[config.mk]
export PLATFORM = sky130hd
export DESIGN_NAME = pc_sequencer
export DESIGN_NICKNAME = d
export VERILOG_FILES = /design/src/rtl/pc_seq_pkg.sv /design/src/rtl/pc_next_mux.sv /design/src/rtl/pc_sequencer.sv
export SDC_FILE = /design/constraint.sdc
export NUM_CORES = 1
export LEC_CHECK = 0
export CAP_MARGIN = 10
export CORE_MARGIN = 8
export CORE_UTILIZATION = 44
export DETAILED_ROUTE_END_ITERATION = 8
export GPL_ROUTABILITY_DRIVEN = 1
export GPL_TIMING_DRIVEN = 0
export PLACE_DENSITY = 0.81
export SLEW_MARGIN = 30
export SYNTH_ARGS = -nofsm -noshare
export SYNTH_HDL_FRONTEND = slang
export SYNTH_SLANG_ARGS = --single-unit
[constraint.sdc]
create_clock -name clk -period 2.27 [get_ports clk]
set_clock_uncertainty 0.1 [all_clocks]
set_input_delay 0.227 -clock clk [delete_from_list [all_inputs] [get_ports clk]]
set_output_delay 0.227 -clock clk [all_outputs]
set_load 0.005 [all_outputs]
[src/rtl/pc_seq_pkg.sv]
// Shared encodings for the fetch PC sequencer: FSM states and next-PC select codes.
package pc_seq_pkg;

  localparam int PC_W_DEF = 16;

  typedef enum logic [1:0] {
    BOOT  = 2'd0,
    RUN   = 2'd1,
    HOLD  = 2'd2,
    FLUSH = 2'd3
  } state_t;

  typedef enum logic [1:0] {
    SEL_HOLD = 2'd0,
    SEL_INC  = 2'd1,
    SEL_BR   = 2'd2,
    SEL_JMP  = 2'd3
  } sel_t;

endpackage

[src/rtl/pc_next_mux.sv]
// Priority next-PC select: branch (older instr) > jump > stall > increment.
// Pure datapath; the FSM in pc_sequencer decides whether the choice is used.
module pc_next_mux
  import pc_seq_pkg::*;
#(
  parameter int PC_W = PC_W_DEF
) (
  input  logic [PC_W-1:0] pc,
  input  logic            br_taken,
  input  logic [PC_W-1:0] br_target,
  input  logic            jmp,
  input  logic [PC_W-1:0] jmp_target,
  input  logic            stall,
  output sel_t            sel,
  output logic [PC_W-1:0] nxt_pc
);

  // Priority encode requests into a select code and the matching PC
  always_comb begin
    sel    = SEL_INC;
    nxt_pc = pc + PC_W'(1);
    if (br_taken) begin
      sel    = SEL_BR;
      nxt_pc = br_target;
    end else if (jmp) begin
      sel    = SEL_JMP;
      nxt_pc = jmp_target;
    end else if (stall) begin
      sel    = SEL_HOLD;
      nxt_pc = pc;
    end
  end

endmodule

[src/rtl/pc_sequencer.sv]
// Fetch PC sequencer: boot wait, run/increment, load-use hold, post-redirect flush.
// Optional build macro PC_STALL_CNT_EN adds stall_cnt_o (saturating HOLD-cycle count).
module pc_sequencer
  import pc_seq_pkg::*;
#(
  parameter int              PC_W         = PC_W_DEF,
  parameter logic [PC_W-1:0] RESET_VEC    = '0,
  parameter int              BOOT_WAIT    = 2,
  parameter int              FLUSH_CYCLES = 1
) (
  input  logic            clk,
  input  logic            rst,
  input  logic            en_step,
  input  logic            stall_i,
  input  logic            br_taken_i,
  input  logic [PC_W-1:0] br_target_i,
  input  logic            jmp_i,
  input  logic [PC_W-1:0] jmp_target_i,
  output logic [PC_W-1:0] pc_o,
`ifdef PC_STALL_CNT_EN
  output logic [15:0]     stall_cnt_o,
`endif
  output logic            fetch_valid_o,
  output logic            flush_o,
  output logic [1:0]      state_o
);

  localparam int BW = (BOOT_WAIT > 1) ? $clog2(BOOT_WAIT) : 1;
  localparam int FW = (FLUSH_CYCLES > 1) ? $clog2(FLUSH_CYCLES) : 1;
  localparam logic [BW-1:0] BOOT_INIT  = BW'(BOOT_WAIT - 1);
  localparam logic [FW-1:0] FLUSH_INIT = FW'(FLUSH_CYCLES - 1);

  state_t          state_q, state_d;
  logic [PC_W-1:0] pc_q, pc_d, nxt_pc;
  logic [BW-1:0]   bcnt_q, bcnt_d;
  logic [FW-1:0]   fcnt_q, fcnt_d;
  sel_t            sel;
  logic            redirect;

  pc_next_mux #(.PC_W(PC_W)) u_mux (
    .pc         (pc_q),
    .br_taken   (br_taken_i),
    .br_target  (br_target_i),
    .jmp        (jmp_i),
    .jmp_target (jmp_target_i),
    .stall      (stall_i),
    .sel        (sel),
    .nxt_pc     (nxt_pc)
  );

  assign redirect = (sel == SEL_BR) || (sel == SEL_JMP);

  // State register; reset wins over en_step and every request
  always_ff @(posedge clk) begin
    if (!rst) begin
      state_q <= BOOT;
      pc_q    <= RESET_VEC;
      bcnt_q  <= BOOT_INIT;
      fcnt_q  <= '0;
    end else begin
      state_q <= state_d;
      pc_q    <= pc_d;
      bcnt_q  <= bcnt_d;
      fcnt_q  <= fcnt_d;
    end
  end

  // Next state / PC; everything holds when en_step is low
  always_comb begin
    state_d = state_q;
    pc_d    = pc_q;
    bcnt_d  = bcnt_q;
    fcnt_d  = fcnt_q;
    if (en_step) begin
      if (state_q == BOOT) begin
        if (bcnt_q == '0) state_d = RUN;
        else              bcnt_d  = bcnt_q - BW'(1);
      end else if (redirect) begin
        // target lands immediately; a redirect inside FLUSH restarts the window
        pc_d    = nxt_pc;
        state_d = FLUSH;
        fcnt_d  = FLUSH_INIT;
      end else begin
        case (state_q)
          RUN: begin
            if (sel == SEL_HOLD) state_d = HOLD;
            else                 pc_d    = nxt_pc;
          end
          // release re-enters RUN without advancing so the held PC is fetched
          HOLD: if (!stall_i) state_d = RUN;
          FLUSH: begin
            if (fcnt_q == '0) state_d = RUN;
            else              fcnt_d  = fcnt_q - FW'(1);
          end
          default: ;
        endcase
      end
    end
  end

`ifdef PC_STALL_CNT_EN
  logic [15:0] stall_cnt_q;

  // Saturating count of enabled cycles spent in HOLD
  always_ff @(posedge clk) begin
    if (!rst)
      stall_cnt_q <= '0;
    else if (en_step && state_q == HOLD && stall_cnt_q != 16'hFFFF)
      stall_cnt_q <= stall_cnt_q + 16'd1;
  end

  assign stall_cnt_o = stall_cnt_q;
`endif

  assign pc_o          = pc_q;
  assign state_o       = state_q;
  assign fetch_valid_o = (state_q == RUN);
  assign flush_o       = (state_q == FLUSH);

endmodule

==> results of run 1 <==
## critical path, cell delays in order (launching register included)
cell and delay, ps:
dfxtp_1 490, ha_1 250, nand3_2 200, nor4_1 340, mux2_2 360, a221oi_1 260
## worst paths after layout
path / start / endpoint / slack (ps) / cells after the start
min reg2reg: bcnt_q$_SDFFE_PN1P_ / bcnt_q$_SDFFE_PN1P_ / 360 / 2
max: pc_o[0]$_SDFFE_PN0P_ / pc_o[14]$_SDFFE_PN0P_ / 200 / 5
max reg2reg: pc_o[0]$_SDFFE_PN0P_ / pc_o[14]$_SDFFE_PN0P_ / 200 / 5
min: rst / bcnt_q$_SDFFE_PN1P_ / 160 / 2
## report_power, final
| group | total (mW) | switching (mW) | internal (mW) |
|---|---|---|---|
| registers | 0.376 | 0.0267 | 0.349 |
| clock network | 0.184 | 0.115 | 0.0687 |
| logic | 0.238 | 0.100 | 0.137 |
## sequential cells by signal (all words and copies together) (netlist names)
register / count
state_o: 2
bcnt_q: 1
pc_o: 16
## per-layer routing
layer  part of all wire  up-vias  global-route usage
met4              0.014        0              0.0554
met3              0.061        7              0.0246
li1                   -      821                   -
met5                  0        -                   0
met2               0.51       58               0.296
met1               0.41      758               0.210
## cell families after synthesis
family,synth area share
XOR/XNOR,0.0178
multiplexers,0.0416
adder cells (fa/ha/maj),0.00848
flip-flops,0.258
AO/OA/AOI/OAI,0.298
AND/OR/NAND/NOR,0.308
buffers and inverters,0.0687
## cell type report
cell class | count | area (um^2)
clock buffers | 4 | 26.3
inverters | 8 | 30.0
repair buffers | 55 | 551
fillers | 290 | 1170
plain buffers | 11 | 71.3
multi-input cells | 146 | 993
flip-flops and latches | 19 | 380
well taps | 46 | 57.6
## metrics by stage
step                hold slack [ps]  cells
floorplan                       237    184
global placement                337    285
detailed placement              349    285
CTS                             159    289
global route                    167    289
finish                          159    289
## layout by cell type, fill, tap and decap left out, types with 3 or more instances in the layout
| cell | count |
|---|---|
| clkdlybuf4s50_1 | 55 |
| a21oi_1 | 21 |
| dfxtp_1 | 19 |
| nand2_1 | 16 |
| o21ai_0 | 12 |
| nand3_1 | 8 |
| nor4_1 | 8 |
| inv_1 | 8 |
| nor3_1 | 7 |
| nand2b_1 | 6 |
| clkbuf_1 | 5 |
| a22o_1 | 5 |
| mux2i_1 | 5 |
| nor2_1 | 4 |
| o21a_1 | 4 |
| nand4_1 | 4 |
| buf_6 | 3 |
| buf_2 | 3 |
| a221oi_1 | 3 |
| xnor2_1 | 3 |
| clkbuf_4 | 3 |
==> impl_metrics.ini, run 1 <==
[critical_path]
crit_arrival_ps = 2200
cp-start-kind = flop
end_kind = flop
crit_fanout = 8
crit_type = flop to flop
required_ps = 2400

[timing]
setup_viol = 0
hold_viol_final = 0
slew_violations = 0
tightest_slew_ps = 554
tns_ps = 0
clock.fmax_mhz = 484
period_minus_slack_ps = 2070
rsz0062_at_grt = false
period_share = 0.910
relSlewSlack = 0.630
setup_slack_ps = 204

[grt]
grt_pass1_vias = 1560
grt_use_total = 0.172
overflow = 0
antenna_found_initial = 0
grt_max_degree = 11
grt_pass1_wl_um = 7380

[floorplan]
rows = 21
initial_core_util = 0.449
fp.dieW_um = 73.9
io_pins = 58
die_y_um = 73.9
core_region_area_um2 = 3280
dieArea_um2 = 5460

[layout]
utilization = 0.642
post-route-cell-area_um2 = 2110
final_nets = 283
drive_gt1_frac = 0.111
area_delta_synth_final_pct = 43.0
num_antenna_cells = 0

[synthesis]
synth-seq-cells = 19
seq_area_frac_synth = 0.258
syn_nets = 223
synth_most_common_cell = a21oi_1
synth.distinct_cells = 53
avgSynthCellArea_um2 = 8.02
yosys_warnings = 0
synthArstFlopShare = 0
synth_edf_count = 0
yosys-top-cells-area = dfxtp_1, a21oi_1, o21ai_0
synthesis.area_um2 = 1480
synthTopCellsByCount = a21oi_1, dfxtp_1, nand2_1
synth_top_area_cell = dfxtp_1
synth_ff_type = dfxtp_1
syn_inst = 184
synth_top_area_share = 0.258

[cts]
clk_pin_slew_ps = 120
cts-htree-levels = 1
worstSkewPairLatency_ps = 310
post-cts-setup-buffers = 0
cts_sinks = 19
numCtsBuffers = 3
cts_root_buffer = clkbuf_4
cts_tree = built
ctsResizeCount = 0
cts-hold-fix-buffers = 0
clk_path_buf_depth = 2

[pwr]
power-per-cell-area_nw_per_um2 = 378
power.leakage_nw = 0.713
p_total_uw = 797
peakVddDrop_mv = 0.175

[worst_hold_path]
hold_path_class = primary input to flop

[placement]
port_buffers = 55
routabilityCongestion = 0.831
dp_hpwl_um = 3670
preCtsSetupSlack_ps = 156
placedInstanceArea_um2 = 2080

[routing]
drtPass1Iterations = 4
vias = 1644
drt-initial-drc-count = 167
ant_nets = 0
totalWireLength_um = 4640
drc_errors = 0
routed_via_density = 5.69
wl_per_cell_um = 16.0

[flow_run]
drv_cap = 0

[outcome]
outcome = finished clean
(Power assumes the default switching activity.)
==> inputs of run 2 (changes only) <==
--- a/config.mk
+++ b/config.mk
@@ -8,6 +8,7 @@
 export CAP_MARGIN = 10
 export CORE_MARGIN = 8
 export CORE_UTILIZATION = 44
+export CTS_BUF_LIST = sky130_fd_sc_hd__clkbuf_4 sky130_fd_sc_hd__clkbuf_8 sky130_fd_sc_hd__clkbuf_16
 export DETAILED_ROUTE_END_ITERATION = 8
 export GPL_ROUTABILITY_DRIVEN = 1
 export GPL_TIMING_DRIVEN = 0
==> run 2 against run 1 <==
First-iteration DRC count rose by 3.6%. Clock-buffer cell count unchanged. Global-route usage did not move. Power grew 1.3%. Largest power group unchanged.
==> impl_metrics.ini, run 2 (synthesized netlist as in run 1, its figures left out) <==
[layout]
drive_gt1_frac = 0.115
final_common_cell = clkdlybuf4s50_1
mostFrequentLayoutCells = clkdlybuf4s50_1, a21oi_1, dfxtp_1
final_nets = 283
largest_reg_flops = 16
num_antenna_cells = 0
area_delta_synth_final_pct = 43.3

[routing]
routed_via_density = 5.64
drtPass1Iterations = 4
ant_nets = 0
drt-initial-drc-count = 173
drc_errors = 0
wl_per_cell_um = 16.0
totalWireLength_um = 4610
vias = 1631

[floorplan]
die_y_um = 73.9
core_region_area_um2 = 3280
dieArea_um2 = 5460
initial_core_util = 0.449
rows = 21
io_pins = 58
fp.dieW_um = 73.9

[critical_path]
crit_type = flop to flop
crit_path_cell_trace = ha_1 -> nand3_2 -> nor4_1 -> mux2_2 -> a221oi_1
crit_path_max_incr_delay_ps = 490
crit_fanout = 8
required_ps = 2390
cp-start-kind = flop
cp_slowest_cell = dfxtp_1
end_kind = flop
crit_arrival_ps = 2200
path_delay_family = simple AND/OR/NAND/NOR gates
path_buf_inv = 0

[cts]
ctsResizeCount = 0
worstSkewPairLatency_ps = 300
cts-hold-fix-buffers = 0
post-cts-setup-buffers = 0
cts_root_buffer = clkbuf_4
numCtsBuffers = 3
clk_pin_slew_ps = 120
cts-htree-levels = 1
clk_path_buf_depth = 2
cts_tree = built
cts_sinks = 19

[outcome]
outcome = finished clean

[worst_hold_path]
hold_path_class = primary input to flop

[timing]
slew_violations = 0
setup_viol = 0
whs_ps = 163
period_share = 0.914
rsz0062_at_grt = false
period_minus_slack_ps = 2070
clock.fmax_mhz = 482
hold_viol_final = 0
tightest_slew_ps = 559
tns_ps = 0
relSlewSlack = 0.628

[placement]
dp_hpwl_um = 3670
port_buffers = 55
routabilityCongestion = 0.831

[grt]
grt_pass1_wl_um = 7380
overflow = 0
antenna_found_initial = 0
grt_use_total = 0.172
grt_max_degree = 11
grt_pass1_vias = 1560

[pwr]
power-per-cell-area_nw_per_um2 = 382
peakVddDrop_mv = 0.204
power.leakage_nw = 0.716

[flow_run]
drv_cap = 0
-- run 2: changes by cell type in the layout (fill, tap and decap cells not counted) --
cell / delta
clkbuf_1: -1
clkbuf_4: +1
-- run 2: path summary, 6_finish.rpt --
kind	start	endpoint	slack (ps)	cells past startpoint
setup / recovery	pc_o[0]$_SDFFE_PN0P_	pc_o[14]$_SDFFE_PN0P_	200	5
hold / removal	rst	bcnt_q$_SDFFE_PN1P_	160	2
hold reg to reg	bcnt_q$_SDFFE_PN1P_	bcnt_q$_SDFFE_PN1P_	370	2
setup reg to reg	pc_o[0]$_SDFFE_PN0P_	pc_o[14]$_SDFFE_PN0P_	200	5
-- run 2: power by group --
part | switching, mW | total (mW) | internal [mW]
clock network | 0.113 | 0.194 | 0.0805
logic | 0.101 | 0.238 | 0.137
registers | 0.0267 | 0.376 | 0.349
-- run 2: layer usage --
layer | track usage | up-vias | wire, um
met4 | 0.0554 | 0 | 59
li1 | - | 820 | -
met1 | 0.210 | 755 | 1940
met5 | 0 | - | 0
met3 | 0.0246 | 6 | 252
met2 | 0.296 | 50 | 2370
-- run 2: worst reg2reg max path, cell delays in order (launching register included) --
cell and delay [ps]:
dfxtp_1 490, ha_1 250, nand3_2 200, nor4_1 340
mux2_2 360, a221oi_1 260
-- run 2: stage by stage --
stage               utilization  power (mW)  cell area, um^2  setup WS (ps)  std cells
floorplan                     -       0.494             1480            331        184
global placement          0.634       0.617             2080            189        285
detailed placement        0.634       0.621             2080            156        285
CTS                       0.643       0.808             2110            176        289
global route              0.643       0.851             2110           54.6        289
finish                    0.643       0.808             2110            195        289
-- run 2: layout make-up --
cell class                      instances  area (um^2)
Sequential cell                        19          380
Multi-Input combinational cell        146          993
Fill cell                             291         1170
Tap cell                               46         57.6
Buffer                                 11         71.3
Timing Repair Buffer                   55          551
Inverter                                8         30.0
Clock buffer                            4         30.0
